$ cat src/rtl/pipeline_hazard_ctrl_if.sv
// pipeline_hazard_ctrl_if: datapath-side hazard inputs and pipeline-register controls
interface pipeline_hazard_ctrl_if #(parameter int CNT_W = 16);
  logic [3:0] RA1D, RA2D, RA1E, RA2E, WA3E, WA3M, WA3W;
  logic RegWriteM, RegWriteW, MemtoRegE;
  logic PCSrcD, PCSrcE, PCSrcM, BranchTakenE;
  logic MemAccessM, mem_ready;
  logic [1:0] ForwardAE, ForwardBE;
  logic StallF, StallD, StallE, StallM, FlushD, FlushE;
  logic mem_timeout;
  logic [CNT_W-1:0] stall_cycles;
  modport master (
    output RA1D, RA2D, RA1E, RA2E, WA3E, WA3M, WA3W, RegWriteM, RegWriteW, MemtoRegE,
           PCSrcD, PCSrcE, PCSrcM, BranchTakenE, MemAccessM, mem_ready,
    input  ForwardAE, ForwardBE, StallF, StallD, StallE, StallM, FlushD, FlushE,
           mem_timeout, stall_cycles
  );
  modport slave (
    input  RA1D, RA2D, RA1E, RA2E, WA3E, WA3M, WA3W, RegWriteM, RegWriteW, MemtoRegE,
           PCSrcD, PCSrcE, PCSrcM, BranchTakenE, MemAccessM, mem_ready,
    output ForwardAE, ForwardBE, StallF, StallD, StallE, StallM, FlushD, FlushE,
           mem_timeout, stall_cycles
  );
endinterface

$ cat src/rtl/pipeline_hazard_ctrl.sv
// pipeline_hazard_ctrl: forwarding selects, load-use/branch/memory-wait stall and flush sequencing
module pipeline_hazard_ctrl #(
  parameter int MAX_WAIT = 16,
  parameter int CNT_W = 16
) (
  input logic clk,
  input logic rst_n,
  pipeline_hazard_ctrl_if.slave hz
);
  localparam int WAIT_W = $clog2(MAX_WAIT + 1);
  typedef enum logic {RUN, MEM_WAIT} state_t;
  state_t state, nextState;
  logic [WAIT_W-1:0] waitCnt;
  logic [CNT_W-1:0] stallCnt;
  logic memTimeout, ldStall, pcWr, memWait;
  logic stallF, stallD, stallE, stallM, flushD, flushE;
  // r15 is the PC and is never forwarded; M wins over W
  function automatic logic [1:0] fwdSel(input logic [3:0] ra, input logic wm, input logic [3:0] am,
                                        input logic ww, input logic [3:0] aw);
    return (ra == 4'd15) ? 2'b00 : (wm && am == ra) ? 2'b10 : (ww && aw == ra) ? 2'b01 : 2'b00;
  endfunction
  assign hz.ForwardAE = fwdSel(hz.RA1E, hz.RegWriteM, hz.WA3M, hz.RegWriteW, hz.WA3W);
  assign hz.ForwardBE = fwdSel(hz.RA2E, hz.RegWriteM, hz.WA3M, hz.RegWriteW, hz.WA3W);
  assign ldStall = hz.MemtoRegE && (hz.WA3E == hz.RA1D || hz.WA3E == hz.RA2D);
  assign pcWr = hz.PCSrcD || hz.PCSrcE || hz.PCSrcM;
  assign memWait = hz.MemAccessM && !hz.mem_ready;
  always_comb begin
    nextState = state;
    stallF = 1'b1;
    stallD = 1'b1;
    stallE = 1'b1;
    stallM = 1'b1;
    flushD = 1'b0;
    flushE = 1'b0;
    if (state == MEM_WAIT) begin
      nextState = hz.mem_ready ? RUN : MEM_WAIT;
    end else if (memWait) begin
      nextState = MEM_WAIT;
    end else begin
      stallF = ldStall || pcWr;
      stallD = ldStall;
      stallE = 1'b0;
      stallM = 1'b0;
      flushD = pcWr || hz.BranchTakenE;
      flushE = ldStall || hz.BranchTakenE;
    end
  end
  always_ff @(posedge clk or negedge rst_n) begin
    if (!rst_n) begin
      state <= RUN;
      waitCnt <= '0;
      memTimeout <= 1'b0;
      stallCnt <= '0;
    end else begin
      state <= nextState;
      waitCnt <= (state == RUN) ? '0 : (waitCnt == WAIT_W'(MAX_WAIT)) ? waitCnt : waitCnt + 1'b1;
      memTimeout <= memTimeout || (state == MEM_WAIT && waitCnt == WAIT_W'(MAX_WAIT - 1));
      stallCnt <= (stallF && stallCnt != '1) ? stallCnt + 1'b1 : stallCnt;
    end
  end
  assign hz.StallF = stallF;
  assign hz.StallD = stallD;
  assign hz.StallE = stallE;
  assign hz.StallM = stallM;
  assign hz.FlushD = flushD;
  assign hz.FlushE = flushE;
  assign hz.mem_timeout = memTimeout;
  assign hz.stall_cycles = stallCnt;
endmodule

$ cat src/flat_wrapper.sv
// flat-port wrapper written by rule: the top's interface ports become plain ports
module pipeline_hazard_ctrl_flat 
#(
  parameter int MAX_WAIT = 16,
  parameter int CNT_W = 16
)
  (clk, rst_n, hz_RA1D, hz_RA2D, hz_RA1E, hz_RA2E, hz_WA3E, hz_WA3M, hz_WA3W, hz_RegWriteM, hz_RegWriteW, hz_MemtoRegE, hz_PCSrcD, hz_PCSrcE, hz_PCSrcM, hz_BranchTakenE, hz_MemAccessM, hz_mem_ready, hz_ForwardAE, hz_ForwardBE, hz_StallF, hz_StallD, hz_StallE, hz_StallM, hz_FlushD, hz_FlushE, hz_mem_timeout, hz_stall_cycles);
  pipeline_hazard_ctrl_if #(.CNT_W(CNT_W)) hz_i ();
  input logic clk;
  input logic rst_n;
  input wire logic [$bits(hz_i.RA1D)-1:0] hz_RA1D;
  input wire logic [$bits(hz_i.RA2D)-1:0] hz_RA2D;
  input wire logic [$bits(hz_i.RA1E)-1:0] hz_RA1E;
  input wire logic [$bits(hz_i.RA2E)-1:0] hz_RA2E;
  input wire logic [$bits(hz_i.WA3E)-1:0] hz_WA3E;
  input wire logic [$bits(hz_i.WA3M)-1:0] hz_WA3M;
  input wire logic [$bits(hz_i.WA3W)-1:0] hz_WA3W;
  input wire logic [$bits(hz_i.RegWriteM)-1:0] hz_RegWriteM;
  input wire logic [$bits(hz_i.RegWriteW)-1:0] hz_RegWriteW;
  input wire logic [$bits(hz_i.MemtoRegE)-1:0] hz_MemtoRegE;
  input wire logic [$bits(hz_i.PCSrcD)-1:0] hz_PCSrcD;
  input wire logic [$bits(hz_i.PCSrcE)-1:0] hz_PCSrcE;
  input wire logic [$bits(hz_i.PCSrcM)-1:0] hz_PCSrcM;
  input wire logic [$bits(hz_i.BranchTakenE)-1:0] hz_BranchTakenE;
  input wire logic [$bits(hz_i.MemAccessM)-1:0] hz_MemAccessM;
  input wire logic [$bits(hz_i.mem_ready)-1:0] hz_mem_ready;
  output wire logic [$bits(hz_i.ForwardAE)-1:0] hz_ForwardAE;
  output wire logic [$bits(hz_i.ForwardBE)-1:0] hz_ForwardBE;
  output wire logic [$bits(hz_i.StallF)-1:0] hz_StallF;
  output wire logic [$bits(hz_i.StallD)-1:0] hz_StallD;
  output wire logic [$bits(hz_i.StallE)-1:0] hz_StallE;
  output wire logic [$bits(hz_i.StallM)-1:0] hz_StallM;
  output wire logic [$bits(hz_i.FlushD)-1:0] hz_FlushD;
  output wire logic [$bits(hz_i.FlushE)-1:0] hz_FlushE;
  output wire logic [$bits(hz_i.mem_timeout)-1:0] hz_mem_timeout;
  output wire logic [$bits(hz_i.stall_cycles)-1:0] hz_stall_cycles;
  assign hz_i.RA1D = hz_RA1D;
  assign hz_i.RA2D = hz_RA2D;
  assign hz_i.RA1E = hz_RA1E;
  assign hz_i.RA2E = hz_RA2E;
  assign hz_i.WA3E = hz_WA3E;
  assign hz_i.WA3M = hz_WA3M;
  assign hz_i.WA3W = hz_WA3W;
  assign hz_i.RegWriteM = hz_RegWriteM;
  assign hz_i.RegWriteW = hz_RegWriteW;
  assign hz_i.MemtoRegE = hz_MemtoRegE;
  assign hz_i.PCSrcD = hz_PCSrcD;
  assign hz_i.PCSrcE = hz_PCSrcE;
  assign hz_i.PCSrcM = hz_PCSrcM;
  assign hz_i.BranchTakenE = hz_BranchTakenE;
  assign hz_i.MemAccessM = hz_MemAccessM;
  assign hz_i.mem_ready = hz_mem_ready;
  assign hz_ForwardAE = hz_i.ForwardAE;
  assign hz_ForwardBE = hz_i.ForwardBE;
  assign hz_StallF = hz_i.StallF;
  assign hz_StallD = hz_i.StallD;
  assign hz_StallE = hz_i.StallE;
  assign hz_StallM = hz_i.StallM;
  assign hz_FlushD = hz_i.FlushD;
  assign hz_FlushE = hz_i.FlushE;
  assign hz_mem_timeout = hz_i.mem_timeout;
  assign hz_stall_cycles = hz_i.stall_cycles;
  pipeline_hazard_ctrl #(.MAX_WAIT(MAX_WAIT), .CNT_W(CNT_W)) u_core (.clk(clk), .rst_n(rst_n), .hz(hz_i));
endmodule
$ cat config.mk
export PLATFORM = sky130hd
export DESIGN_NAME = pipeline_hazard_ctrl_flat
export DESIGN_NICKNAME = d
export VERILOG_FILES = /design/src/rtl/pipeline_hazard_ctrl_if.sv /design/src/rtl/pipeline_hazard_ctrl.sv /design/src/flat_wrapper.sv
export SDC_FILE = /design/constraint.sdc
export NUM_CORES = 1
export LEC_CHECK = 0
export BUFFER_PORTS_ARGS = -buffer_cell sky130_fd_sc_hd__buf_2
export CAP_MARGIN = 20
export CORE_MARGIN = 2
export CORE_UTILIZATION = 30
export CTS_CLUSTER_SIZE = 28
export DETAILED_ROUTE_END_ITERATION = 10
export PLACE_DENSITY = 0.59
export SLEW_MARGIN = 20
export SYNTH_ARGS = -nofsm -noshare
export SYNTH_HDL_FRONTEND = slang
export SYNTH_SLANG_ARGS = --single-unit
$ cat constraint.sdc
create_clock -name clk -period 4.2 [get_ports clk]
set_input_delay 0.21 -clock clk [delete_from_list [all_inputs] [get_ports clk]]
set_output_delay 0.21 -clock clk [all_outputs]
set_load 0.01 [all_outputs]
======== Yosys cells after proc, flatten, opt, wreduce, memory -nomap -nowiden ========
Cells that the tools add are included.
storage, ports and cells
  bits in registers ....................... 23
  bits in latches ......................... 0
  RAM bits ................................ 0
  ROM bits ................................ 0
  input bits .............................. 39
  output and inout bits ................... 27
  word-level logic and storage cells ...... 54
  memories kept ........................... 0
operators by class
  add/subtract/negate cells ............... 2
  $mul .................................... 0
  divide/modulo/power cells ............... 0
  $lt $le $gt $ge ......................... 0
  equality and inequality tests ........... 12
  shifts and indexed selects .............. 0
  multiplexer cells ....................... 20
  bitwise logic cells ..................... 0
  reduce and logical (&&, ||, !) cells .... 16
operator list
  operator                                       count
  == test 4 bit                                  6
  adder 16 x 1 -> 16 bit, second input constant  1
  inequality test 16 bit, second input constant  1
  2-to-1 mux 1 bit                               14
  2-to-1 mux 5 bit                               2
  == test 4 bit, second input constant           2
  logical AND 1 bit                              8
  2-to-1 mux 2 bit                               4
  logical OR 1 bit                               7
  adder 5 x 1 -> 5 bit, second input constant    1
  == test 5 x 4 -> 1 bit, second input constant  1
  == test 5 bit, second input constant           1
  inequality test 2 bit, second input constant   1
  zero test 1 bit                                1

======== Depth between registers and ports, before layout ========
Gate-level depths: netlist of the first run.
  word-level depth ........................ 7
  depth in mapped cells ................... 7
  gate-level depth less buffers ........... 6

======== Worst setup path after synthesis of the first run ========
OpenSTA, ideal clock, no wires.
  path type ............................... register -> register
  from .................................... register u_core.stallCnt[0] (netlist: u_core.hz.stall_cycles[0])
  to ...................................... register u_core.stallCnt[1] (netlist: u_core.hz.stall_cycles[1])
  setup time .............................. 0.125 ns
  data arrival time ....................... 1.679 ns
  required time ........................... 4.075 ns
  path slack .............................. 2.396 ns
  stages on the path, launching flop included .. 7
  buffers on the path ..................... 1
  clock period less this slack ............ 1.804 ns
  cell sequence ........................... dfrtp_1 > ha_1 > nand3_1 > nor4_1 > a31o_2 > buf_6 > mux2_2
between the ends
  cells in the longest elaborated chain, start to end .. 2
RTL lines
  element                                                         RTL line                    text
  start: declaration                                              pipeline_hazard_ctrl.sv:14  logic [CNT_W-1:0] stallCnt;
  start signal: assignment                                        pipeline_hazard_ctrl.sv:58  stallCnt <= (stallF && stallCnt != '1) ? stallCnt + 1'b1 : stallCnt;
  branches (longest 2 deep; another with adder 16 x 1 -> 16 bit)  -
Several ways; the timed one is not identified.
A chain may end at the register's enable or synchronous reset.

======== Worst setup path in the final report of the first run ========
Same ends and word-level chain as after synthesis.

==> impl_metrics.toml, run 1 <==
[status]
status = "finished clean"

[synth]
ys_seq_area_share_pct = 39.42
synth_cells = 154
synthTopCellsByArea = "dfrtp_1 39%, xor2_1 16%, xnor2_1 6.0%"
synth-edff-count = 0
ys_types = 29
synth.most_common_cell = "xor2_1"
synth_commonest_cells = "27 x xor2_1, 23 x dfrtp_1, 14 x nand3_1"
synth_top_area_share_pct = 39.42
synth_area_per_cell_sq_um = 9.481
synth-seq-cells = 23
syn_nets = 197
synth_top_area_cell = "dfrtp_1"
yosysWarningCount = 0
dominantRegCellSynth = "dfrtp_1"
async_flop_share_pct = 100.0
synth_area_sq_um = 1460

[floorplanning]
die-area_sq_um = 5441
coreArea_sq_um = 4723
die_w_microns = 73.77
die_h_microns = 73.77
num_rows = 25
io_pins = 66
start_util_pct = 30.91

[critical_path]
worstSetupStartpointType = "register"
critPathArrivalTime_ns = 2.26
crit_type = "reg -> reg"
rr_worst_depth = 5
cp_max_fo = 12
endpoint_kind = "register"
worstPathRequired_ns = 4.35

[cts]
cts.sinks = 23
worstSkewPairLatency_ns = 0.26
path_clk_slew_ns = 0.08
root_buffer = "clkbuf_8"
htreeDepth = 1
clk_path_buf_depth = 2
cts_tree = "yes"
cts_buffers = 3
cts_setup_buffers = 0

[timing]
timing.fmax_mhz = 472.2
fin_tns_setup_ns = 0
rsz0062_at_grt = "false"
fin_skew_ns = 0.001996
finalWorstSetupSlack_ns = 2.082
maxSlewViolCount = 0
period_share_pct = 50.43
whs_ns = 0.1184
setup_viol = 0
worst_pin_slew_ns = 0.4987
hold_violations = 0
slew-limit-headroom_pct = 66.75
fin_crit_ns = 2.118

[finish]
drive_gt1_share_pct = 33.33
stdcell_count = 289
antennaDiodeCount = 0
fin_area_sq_um = 1906
area_growth_pct = 30.51
fillers = 474
nets = 266

[drt]
vias = 1361
drtPass1Iterations = 4
totalWireLength_microns = 3410
drt_iter0_drc = 104
drc = 0
wl_per_cell_microns = 11.80
vias_per_cell = 4.709
final_antenna_net_count = 0

[power_and_ir_drop]
ir_worst_vdd_mv = 0.1813
power_density_nw_per_um2 = 406.1
leakage_uw = 0.0009069

[global_route]
grtUsageMet1_pct = 15.84
met3_usage_pct = 1.097
track_usage_pct = 12.85
antenna_found_initial = 0
grt_pass1_vias = 1275
grt_use_met2_pct = 23.12
grt-busiest-layer = "met2"
grt_max_degree = 24
grt_remaining_overflow = 0
grt_pass1_wl_microns = 5589

[place]
place_inst = 284
io_buffers = 65
gp_congestion = 0.7273
pre_cts_ws_ns = 2.042
dpl.hpwl_microns = 2768
dpl_cell_area_sq_um = 1851

[run]
drv_cap = 0

[hold_path]
hp-class = "in -> reg"
min_path_cells = 2
-- worst max-delay path, cell delays in order (launching register included) --
cell and delay [ns]:
dfrtp_1 0.43, ha_1 0.19, nand3_1 0.17, nor4_1 0.48, a31o_2 0.35, mux2_2 0.38
-- report_power, final --
| group | switching, uW | total (uW) | internal [uW] |
|---|---|---|---|
| Sequential | 76.6 | 358 | 282 |
| Clock | 66.3 | 134 | 67.5 |
| Combinational | 149 | 282 | 133 |
| Total | 292 | 774 | 482 |
-- final timing paths --
check | slack (ns) | from | endpoint
setup / recovery | 2.08 | u_core.hz.stall_cycles[0] | u_core.hz.stall_cycles[1]
hold / removal | 0.12 | hz_mem_ready | u_core.state
setup reg to reg | 2.08 | u_core.hz.stall_cycles[0] | u_core.hz.stall_cycles[1]
hold reg to reg | 0.46 | u_core.hz.mem_timeout | u_core.hz.mem_timeout
max in group asynchronous | 3.42 | rst_n | u_core.hz.stall_cycles[0]
min in group asynchronous | 0.44 | rst_n | u_core.waitCnt[2]
-- final cells by class --
| cell class | count | area (sq um) | area share, % |
|---|---|---|---|
| multi-input cells | 120 | 832.0 | 43.66 |
| flip-flops and latches | 23 | 575.6 | 30.20 |
| repair buffers | 66 | 335.3 | 17.60 |
| inverters | 9 | 33.78 | 1.773 |
| well taps | 67 | 83.83 | 4.399 |
| clock buffers | 4 | 45.04 | 2.364 |
-- sequential cells by signal (all words and copies together), names as in the netlist --
register,flops
u_core.waitCnt,5
u_core.hz.mem_timeout,1
u_core.state,1
u_core.hz.stall_cycles,16
-- through the flow --
stage | power [uW] | util, %
6_report | 773.9 | 40.34
5_1_grt | 837.9 | 40.34
4_1_cts | 787.0 | 40.34
3_5_place_dp | 648.6 | 39.18
3_3_place_gp | 641.7 | 39.18
2_1_floorplan | 518.9 | -
-- per-layer routing --
metal	share of wire [%]	wire length, microns
met5	0	0
met4	0.70	24
met1	45	1551
met2	49	1671
met3	4.8	163
-- timing repair --
action,4_1_cts,5_1_grt
hold endpoints to repair,23,0
gates resized for setup,0,0
hold buffers,1,0
-- placed cells by master (no fill, tap or decap), types with 2 or more instances in the layout --
master,n
dfrtp_1,23
nand3_1,14
and3_1,6
mux2_2,3
nand4_1,5
xnor2_1,10
nand2_1,11
nor4_1,7
buf_2,65
nor2_1,6
a41oi_1,2
a21oi_1,3
clkbuf_8,3
o21ai_0,2
a21boi_0,2
xor2_1,27
nor3_1,8
inv_1,9
ha_1,4
-- kinds of logic after synthesis --
logic type / share of synthesized area (%)
XOR/XNOR: 22.19
multiplexers: 2.313
flip-flops: 39.42
AND/OR/NAND/NOR: 23.14
AO/OA/AOI/OAI: 5.912
adder cells (fa/ha/maj): 3.428
buffers and inverters: 3.599
Power figures use the tool's default switching activity.
==> run 2, diff against run 1 <==
==> constraint.sdc (replaced) <==
create_clock -name clk -period 2 [get_ports clk]
set_input_delay 0.1 -clock clk [delete_from_list [all_inputs] [get_ports clk]]
set_output_delay 0.1 -clock clk [all_outputs]
set_load 0.01 [all_outputs]
==> run 2 against run 1 <==
Net effect:
- clock skew barely moved
- global-route usage rose by 0.48 points
- via count rose by 2.1%
- sequential share of layout area fell by 1.1 points
- clock power rose by 110%
- register-to-register slack got worse by 2.0 ns
- critical endpoint is now u_core.hz.stall_cycles[13]
- utilization rose by 1.6 points
==> impl_metrics.toml, run 2 (synthesis gave the netlist of run 1 again) <==
[status]
status = "finished clean"

[timing]
rsz0062_at_grt = "false"
setup_viol = 0
period_share_pct = 93.83
fin_tns_setup_ns = 0
fin_crit_ns = 1.877
hold_violations = 0
maxSlewViolCount = 0
worst_pin_slew_ns = 0.5024
fin_skew_ns = 0.002230
timing.fmax_mhz = 532.9
slew-limit-headroom_pct = 66.51

[critical_path]
worstPathCellList = "ha_1 -> nand3_1 -> nor4_1 -> buf_4 -> a31o_2 -> buf_12 -> nor4_1 -> xor2_1"
r2r-end = "u_core.hz.stall_cycles[13]"
cp-startpoint = "u_core.hz.stall_cycles[0]"
crit_top_cell = "nor4_1"
cp_max_fo = 11
worstSetupStartpointType = "register"
crit_end = "u_core.hz.stall_cycles[13]"
worstPathRequired_ns = 2.18
max_stage_delay_ns = 0.38
endpoint_kind = "register"
slowest_stage = "dfrtp_1"
reg2reg_slack_ns = 0.12
critPathArrivalTime_ns = 2.06
reg2reg_from = "u_core.hz.stall_cycles[0]"
rr_worst_depth = 8
crit_type = "reg -> reg"

[place]
gp_congestion = 0.8175
io_buffers = 65
dpl.hpwl_microns = 2794

[power_and_ir_drop]
power_frac_comb_pct = 39.6
switching_share_pct = 37.30
p_seq_share_pct = 43.8
p_sw_uw = 629.9
leakage_uw = 0.0009482
power_density_nw_per_um2 = 852.7
pwr-share-clk_pct = 16.6
fin_total_pwr_uw = 1689
ir_worst_vdd_mv = 0.2741
p_int_uw = 1059

[drt]
totalWireLength_microns = 3424
drtPass1Iterations = 4
vias_per_cell = 4.677
wl_per_cell_microns = 11.53
final_antenna_net_count = 0
drt_iter0_drc = 48
vias = 1389
drc = 0

[cts]
cts_buffers = 3
cts_resized = 0
cts_tree = "yes"
root_buffer = "clkbuf_8"
path_clk_slew_ns = 0.08
ctsHoldBuffers = 2
cts_setup_buffers = 0
cts.sinks = 23
clk_path_buf_depth = 2
htreeDepth = 1
worstSkewPairLatency_ns = 0.26

[run]
drv_cap = 0

[finish]
nets = 274
largest_register_ffs = 16
regArea_sq_um = 575.6
multi_input_area_sq_um = 832.0
layout_commonest_cell = "buf_2"
final_cell_mix = "65 x buf_2, 27 x xor2_1, 23 x dfrtp_1"
area_growth_pct = 35.65
antennaDiodeCount = 0
fin_util_pct = 41.93
drive_gt1_share_pct = 35.22
fillers = 480

[floorplanning]
io_pins = 66
num_rows = 25
die-area_sq_um = 5441
die_w_microns = 73.77
coreArea_sq_um = 4723
start_util_pct = 30.91
die_h_microns = 73.77

[global_route]
grt_pass1_wl_microns = 5658
grt_max_degree = 24
antenna_found_initial = 0
grt_remaining_overflow = 0
track_usage_pct = 13.33
grt_pass1_vias = 1354

[hold_path]
hp-class = "in -> reg"
==> run 2: changes by cell type in the layout (fill, tap and decap cells not counted) <==
cell           delta
buf_12            +1
buf_4             +6
dlygate4sd3_1     +1
==> run 2: how the worst min path moves through the flow <==
stage,cells past startpoint,slack [ns],from,end
floorplan,0,-0.20,rst_n,u_core.hz.mem_timeout
global placement,1,0.10,rst_n,u_core.waitCnt[2]
detailed placement,1,0.10,rst_n,u_core.waitCnt[0]
CTS,3,0.08,hz_MemAccessM,u_core.state
global route,3,0.09,hz_MemAccessM,u_core.state
finish,3,0.08,hz_MemAccessM,u_core.state
==> run 2: final cells by class <==
| cell class | instances | share of cell area, % |
|---|---|---|
| Multi-Input combinational cell | 120 | 42.01 |
| Sequential cell | 23 | 29.06 |
| Inverter | 9 | 1.706 |
| Clock buffer | 4 | 2.274 |
| Timing Repair Buffer | 74 | 20.72 |
| Tap cell | 67 | 4.232 |
==> run 2: metrics by stage <==
| stage | setup WS (ns) | instance area, sq um | cells | hold WS [ns] |
|---|---|---|---|---|
| after floorplan | 0.1964 | 1460 | 154 | -0.1956 |
| after global placement | 0.1716 | 1916 | 291 | 0.1045 |
| after detailed placement | 0.1603 | 1916 | 291 | 0.1024 |
| after CTS | 0.1254 | 1981 | 297 | 0.07962 |
| after global routing | 0.04008 | 1981 | 297 | 0.08861 |
| final | 0.1235 | 1981 | 297 | 0.08132 |
==> run 2: critical path, delay by kind of cell, from the launching register on <==
| kind | cells | cell delay (ns) |
|---|---|---|
| buffers and inverters | 2 | 0.27 |
| XOR/XNOR | 1 | 0.20 |
| AND/OR/NAND/NOR | 3 | 0.50 |
| adder cells (fa/ha/maj) | 1 | 0.21 |
| flip-flops | 1 | 0.38 |
| AO/OA/AOI/OAI | 1 | 0.24 |
==> run 2: per-layer routing <==
| layer | global-route usage [%] | up-vias | part of all wire [%] |
|---|---|---|---|
| li1 | - | 692 | - |
| met1 | 15.67 | 645 | 44 |
| met2 | 23.51 | 46 | 50 |
| met3 | 2.469 | 6 | 4.9 |
| met4 | 5.657 | 0 | 1.2 |
| met5 | 0 | - | 0 |
==> run 2: power groups by stage <==
| stage | combinational [uW] | clock, uW | sequential [uW] |
|---|---|---|---|
| final | 669 | 280 | 740 |
| after global routing | 745 | 316 | 760 |
| after CTS | 678 | 290 | 739 |
| after detailed placement | 674 | 0 | 749 |
| after global placement | 668 | 0 | 746 |
| after floorplan | 297 | 0 | 792 |
